File: src/rtl/lsu_riscv.sv
// Load/store unit: turns an effective address into one word-addressed memory
// access with lane steering, byte enables, load extension and a stall/timeout FSM.
module lsu_riscv #(
    parameter int unsigned TIMEOUT_CYCLES = 255
) (
    input  logic        clk_i,
    input  logic        rst_ni,
    input  logic        core_req_i,
    input  logic        core_we_i,
    input  logic [2:0]  core_size_i,
    input  logic [31:0] core_addr_i,
    input  logic [31:0] core_wd_i,
    output logic [31:0] core_rd_o,
    output logic        core_stall_o,
    output logic        misalign_o,
    output logic        fault_o,
    output logic        mem_req_o,
    output logic        mem_we_o,
    output logic [3:0]  mem_be_o,
    output logic [31:0] mem_addr_o,
    output logic [31:0] mem_wd_o,
    input  logic [31:0] mem_rd_i,
    input  logic        mem_ready_i
);

    localparam int unsigned CNT_W = (TIMEOUT_CYCLES > 0) ? $clog2(TIMEOUT_CYCLES + 1) : 1;
    localparam logic [CNT_W-1:0] TIMEOUT_VAL = CNT_W'(TIMEOUT_CYCLES);
    localparam bit TIMEOUT_EN = (TIMEOUT_CYCLES != 0);

    localparam logic [2:0] F3_B  = 3'd0;
    localparam logic [2:0] F3_H  = 3'd1;
    localparam logic [2:0] F3_W  = 3'd2;
    localparam logic [2:0] F3_BU = 3'd4;
    localparam logic [2:0] F3_HU = 3'd5;

    typedef enum logic [1:0] {
        ST_IDLE,
        ST_BUSY,
        ST_RESP
    } state_t;

    state_t           state_q, state_d;
    logic [2:0]       size_q;
    logic [1:0]       off_q;
    logic [CNT_W-1:0] cnt_q;
    logic [CNT_W-1:0] cnt_inc;

    logic        illegal;
    logic        accept;
    logic        complete;
    logic        timed_out;
    logic [3:0]  be_next;
    logic [31:0] wd_next;
    logic [31:0] rd_shifted;
    logic [31:0] rd_ext;

    // Size/offset legality; codes 3, 6 and 7 are not loads or stores at all.
    // NOTE: every combinational output gets a default first so no path leaves it unassigned (no latch).
    always_comb begin
        illegal = 1'b0;
        case (core_size_i)
            F3_B, F3_BU: illegal = 1'b0;
            F3_H, F3_HU: illegal = core_addr_i[0];
            F3_W:        illegal = |core_addr_i[1:0];
            default:     illegal = 1'b1;
        endcase
    end

    assign misalign_o = core_req_i & (state_q == ST_IDLE) & illegal;
    assign accept     = core_req_i & (state_q == ST_IDLE) & ~illegal;
    assign cnt_inc    = cnt_q + CNT_W'(1);
    assign complete   = (state_q == ST_BUSY) & mem_ready_i;
    assign timed_out  = (state_q == ST_BUSY) & ~mem_ready_i & TIMEOUT_EN & (cnt_inc == TIMEOUT_VAL);

    // Store lanes are replicated so the memory only has to honour mem_be_o.
    always_comb begin
        be_next = 4'b1111;
        wd_next = core_wd_i;
        case (core_size_i[1:0])
            2'b00: begin
                be_next = 4'b0001 << core_addr_i[1:0];
                wd_next = {4{core_wd_i[7:0]}};
            end
            2'b01: begin
                be_next = 4'b0011 << core_addr_i[1:0];
                wd_next = {2{core_wd_i[15:0]}};
            end
            default: begin
                be_next = 4'b1111;
                wd_next = core_wd_i;
            end
        endcase
    end

    assign rd_shifted = mem_rd_i >> {off_q, 3'b000};

    always_comb begin
        rd_ext = mem_rd_i;
        case (size_q)
            F3_B:    rd_ext = {{24{rd_shifted[7]}}, rd_shifted[7:0]};
            F3_BU:   rd_ext = {24'h0, rd_shifted[7:0]};
            F3_H:    rd_ext = {{16{rd_shifted[15]}}, rd_shifted[15:0]};
            F3_HU:   rd_ext = {16'h0, rd_shifted[15:0]};
            default: rd_ext = mem_rd_i;
        endcase
    end

    always_comb begin
        state_d      = state_q;
        core_stall_o = 1'b0;
        case (state_q)
            ST_IDLE: begin
                core_stall_o = accept;
                if (accept) state_d = ST_BUSY;
            end
            ST_BUSY: begin
                core_stall_o = 1'b1;
                if (complete || timed_out) state_d = ST_RESP;
            end
            ST_RESP: begin
                core_stall_o = 1'b0;
                state_d      = ST_IDLE;
            end
            default: state_d = ST_IDLE;
        endcase
    end

    // NOTE: sequential state uses non-blocking assignments so every register samples pre-edge values.
    always_ff @(posedge clk_i or negedge rst_ni) begin
        if (!rst_ni) begin
            state_q <= ST_IDLE;
        end else begin
            state_q <= state_d;
        end
    end

    always_ff @(posedge clk_i or negedge rst_ni) begin
        if (!rst_ni) begin
            mem_req_o  <= 1'b0;
            mem_we_o   <= 1'b0;
            mem_be_o   <= 4'b0;
            mem_addr_o <= 32'h0;
            mem_wd_o   <= 32'h0;
            size_q     <= 3'd0;
            off_q      <= 2'd0;
            cnt_q      <= '0;
        end else if (accept) begin
            mem_req_o  <= 1'b1;
            mem_we_o   <= core_we_i;
            mem_be_o   <= be_next;
            mem_addr_o <= {core_addr_i[31:2], 2'b00};
            mem_wd_o   <= wd_next;
            size_q     <= core_size_i;
            off_q      <= core_addr_i[1:0];
            cnt_q      <= '0;
        end else if (complete || timed_out) begin
            mem_req_o <= 1'b0;
        end else if (state_q == ST_BUSY) begin
            cnt_q <= cnt_inc;
        end
    end

    // Response registers hold until the next completion so the core can read them late.
    always_ff @(posedge clk_i or negedge rst_ni) begin
        if (!rst_ni) begin
            core_rd_o <= 32'h0;
            fault_o   <= 1'b0;
        end else if (complete) begin
            core_rd_o <= mem_we_o ? 32'h0 : rd_ext;
            fault_o   <= 1'b0;
        end else if (timed_out) begin
            core_rd_o <= 32'h0;
            fault_o   <= 1'b1;
        end
    end

endmodule

File: config.mk
export PLATFORM = sky130hd
export DESIGN_NAME = lsu_riscv
export DESIGN_NICKNAME = d
export VERILOG_FILES = /design/src/rtl/lsu_riscv.sv
export SDC_FILE = /design/constraint.sdc
export NUM_CORES = 1
export LEC_CHECK = 0
export BUFFER_PORTS_ARGS = -buffer_cell sky130_fd_sc_hd__buf_4
export CAP_MARGIN = 10
export CORE_MARGIN = 3
export CORE_UTILIZATION = 49
export DETAILED_ROUTE_END_ITERATION = 10
export GPL_ROUTABILITY_DRIVEN = 0
export PLACE_DENSITY = 0.8
export SLEW_MARGIN = 5
export SYNTH_ARGS = -nofsm -noshare
export SYNTH_HDL_FRONTEND = slang
export SYNTH_SLANG_ARGS = --single-unit
File: constraint.sdc
create_clock -name clk_i -period 2.51 [get_ports clk_i]
set_clock_uncertainty 0.1 [all_clocks]
set_input_delay 0.502 -clock clk_i [delete_from_list [all_inputs] [get_ports clk_i]]
set_output_delay 0.502 -clock clk_i [all_outputs]
set_load 0.02 [all_outputs]
==> run_results.csv <==
group,metric,value,unit
power,leakage,3.993,nW
synthesis,synth_ff_type,"dfrtp_1",
sta,worst_slew_pin_slew,1.123,ns
placed_design,place_area,0.007146,mm^2
cts,post-cts-setup-buffer-count,0,
power,ir_worst_vdd,0.0006737,V
floorplan,pin_count,209,
global_route,antenna_found_initial,0,
global_route,grt_remaining_overflow,0,
placed_design,hpwl,11.63,mm
floorplan,initial_core_util,51.30,%
synthesis,yosysWarnings,0,
placed_design,place.port_buffers,206,
sta,setup_tns,0,ns
synthesis,synth_top_cell_area_share,53.60,%
sta,fin_crit,2.403,ns
global_route,grt.total_usage,26.15,%
critical_path,endpoint_kind,"flip-flop",
finish,fin_nets,891,
cts,clkTransAtPathRegs,0.06,ns
sta,max_clock_freq,0.4161,GHz
power,pwr_density_cell,1311,mW/mm^2
global_route,grt_pass1_vias,5213,
sta,holdWs,0.06919,ns
critical_path,startpoint_type,"flip-flop",
synthesis,synth.avg_cell_area,9.369,um^2
sta,post-route-period-util,95.74,%
drt,num_vias,5124,
floorplan,die_area,0.01235,mm^2
finish,fin_util,73.96,%
drt,wire_per_inst,17.21,um
cts,cts_tree,"built",
critical_path,arrival,2.70,ns
critical_path,cp_max_fo,13,
placed_design,dp_cells,901,
global_route,grt_max_degree,70,
synthesis,ys_async_sr_fraction,100.0,%
drt,drt_iter0_markers,339,
status,status,"completed",
cts,ctsLongestPathBuffers,2,
synthesis,seq_area_frac_synth,53.60,%
critical_path,cp.required,2.81,ns
cts,clock-sinks,116,
floorplan,dieWidth,111.1,um
synthesis,yosys-top-cells-area,"dfrtp_1 54%, nand2_1 11%, mux2i_1 6.7%, o21ai_0 3.6%, a32o_1 3.0%",
drt,drc_errors,0,
sta,max_slew_margin,24.99,%
sta,rsz0062_at_grt,"false",
finish,fin_cells,933,
cts,clock_latency,0.52,ns
synthesis,ys_types,48,
cts,htreeDepth,4,
synthesis,synth_cells,578,
critical_path,rrSetupSlack,0.11,ns
drt,via_per_inst,5.492,
drt,antenna_left,0,
min_path,hold_class,"primary input to flip-flop",
synthesis,ys_ff_latch,116,
finish,diodes,0,
sta,setup_ws,0.1069,ns
power,p_total,10.24,mW
placed_design,post-place-ws,0.04114,ns
floorplan,core,0.01056,mm^2
global_route,grt_first_pass_wirelength,25.90,mm
sta,final_max_slew_viol_count,0,
synthesis,synth_edf_count,0,
finish,drive_gt1_share,33.12,%
flow_run,max-cap-violations,0,
cts,numCtsBuffers,17,
synthesis,syn-cell-area,0.005415,mm^2
drt,finalWirelength,16.06,mm
finish,syn_to_final_growth,44.15,%
floorplan,row_count,37,
cts,root_buffer,"clkbuf_8",
finish,fin_area,0.007806,mm^2
floorplan,die_y,111.1,um
sta,hold_viol_final,0,
critical_path,critPathKind,"flip-flop to flip-flop",
drt,drtPass1Iterations,5,
sta,finalSetupViolCount,0,
synthesis,synth_top_area_cell,"dfrtp_1",
power by group:
group,switching (mW),internal (mW)
sequential,0.557,2.70
combinational,2.55,1.82
clock,0.822,1.78
area by class of cell:
class | instances | area (um^2)
Sequential cell | 116 | 2903
Fill cell | 770 | 2749
Multi-Input combinational cell | 409 | 2315
Timing Repair Buffer | 226 | 1724
Clock buffer | 22 | 462.9
Clock inverter | 9 | 175.2
Tap cell | 136 | 170.2
Inverter | 15 | 56.30
critical path, stage by stage (launching register included):
cell and delay (ns):
dfrtp_1 0.42, ha_1 0.25, nor2b_1 0.17, nor2_1 0.08, or4_1 0.51, o21a_2 0.34, buf_4 0.19, a22o_1 0.23
kinds of logic after synthesis:
kind of cell             synth area share [%]
XOR/XNOR                               0.4853
adder cells (fa/ha/maj)                0.4620
AND/OR/NAND/NOR                         18.35
buffers and inverters                   4.320
flip-flops                              53.60
multiplexers                            7.278
other                                 0.06925
AO/OA/AOI/OAI                           15.43
path summary, 6_finish.rpt:
check                                                start                    endpoint  depth (start not counted)
worst max register to register        cnt_q[0]$_DFFE_PN0P_    core_rd_o[7]$_DFFE_PN0P_                          7
worst min register to register  mem_addr_o[14]$_DFFE_PN0N_  mem_addr_o[14]$_DFFE_PN0N_                          2
max in group asynchronous                           rst_ni    mem_wd_o[18]$_DFFE_PN0N_                          3
worst min-delay path                        core_addr_i[2]   mem_addr_o[2]$_DFFE_PN0N_                          3
worst max-delay path                  cnt_q[0]$_DFFE_PN0P_    core_rd_o[7]$_DFFE_PN0P_                          7
min in group asynchronous                           rst_ni    core_rd_o[7]$_DFFE_PN0P_                          2
state kept, by name, indices dropped and copies added (netlist names):
| name | count |
|---|---|
| mem_req_o | 1 |
| fault_o | 1 |
| mem_be_o | 4 |
| mem_addr_o | 30 |
| state_q | 2 |
| cnt_q | 8 |
| mem_we_o | 1 |
| size_q | 3 |
| mem_wd_o | 32 |
| off_q | 2 |
| core_rd_o | 32 |
repair_timing:
item / in CTS / in global routing
hold buffers: 1 / 0
hold endpoints to repair: 37 / 0
setup endpoints to repair: 0 / 28
resized for setup: 0 / 3
layer usage:
layer | GRT usage (%) | vias to the layer above | share of wire [%]
met2 | 42.64 | 282 | 49
met1 | 30.99 | 2418 | 38
met4 | 10.62 | 0 | 2.7
met3 | 10.37 | 42 | 10
li1 | - | 2382 | -
met5 | 0 | - | 0
cell usage after synthesis, types with 2 or more instances:
cell,number
nand2_1,165
dfrtp_1,116
nor2_1,39
o21ai_0,39
mux2i_1,36
a21oi_1,31
clkbuf_1,28
nand2b_1,19
a32o_1,16
inv_1,14
o221ai_1,10
a221o_1,7
buf_1,5
nor2b_1,4
buf_6,3
o21a_1,3
o22ai_1,3
a22o_1,2
and2_1,2
buf_4,2
ha_1,2
nand3_1,2
nand4_1,2
nor3_1,2
o211ai_1,2
xor2_1,2
placed cells by master, fill, tap and decap left out, drive strengths merged, types with 3 or more instances in the layout:
| cell | synthesis | final |
|---|---|---|
| a21oi | 31 | 31 |
| nor2 | 39 | 39 |
| o21a | 3 | 3 |
| o22ai | 3 | 3 |
| nand2b | 19 | 19 |
| bufinv | 0 | 5 |
| nor2b | 4 | 4 |
| inv | 15 | 15 |
| nand3 | 3 | 3 |
| clkbuf | 28 | 22 |
| buf | 11 | 225 |
| nand2 | 165 | 165 |
| o21ai | 40 | 40 |
| o221ai | 10 | 10 |
| mux2i | 36 | 36 |
| a221o | 7 | 7 |
| a32o | 16 | 16 |
| dfrtp | 116 | 116 |
Note: power is estimated with default switching activity, not from simulation.
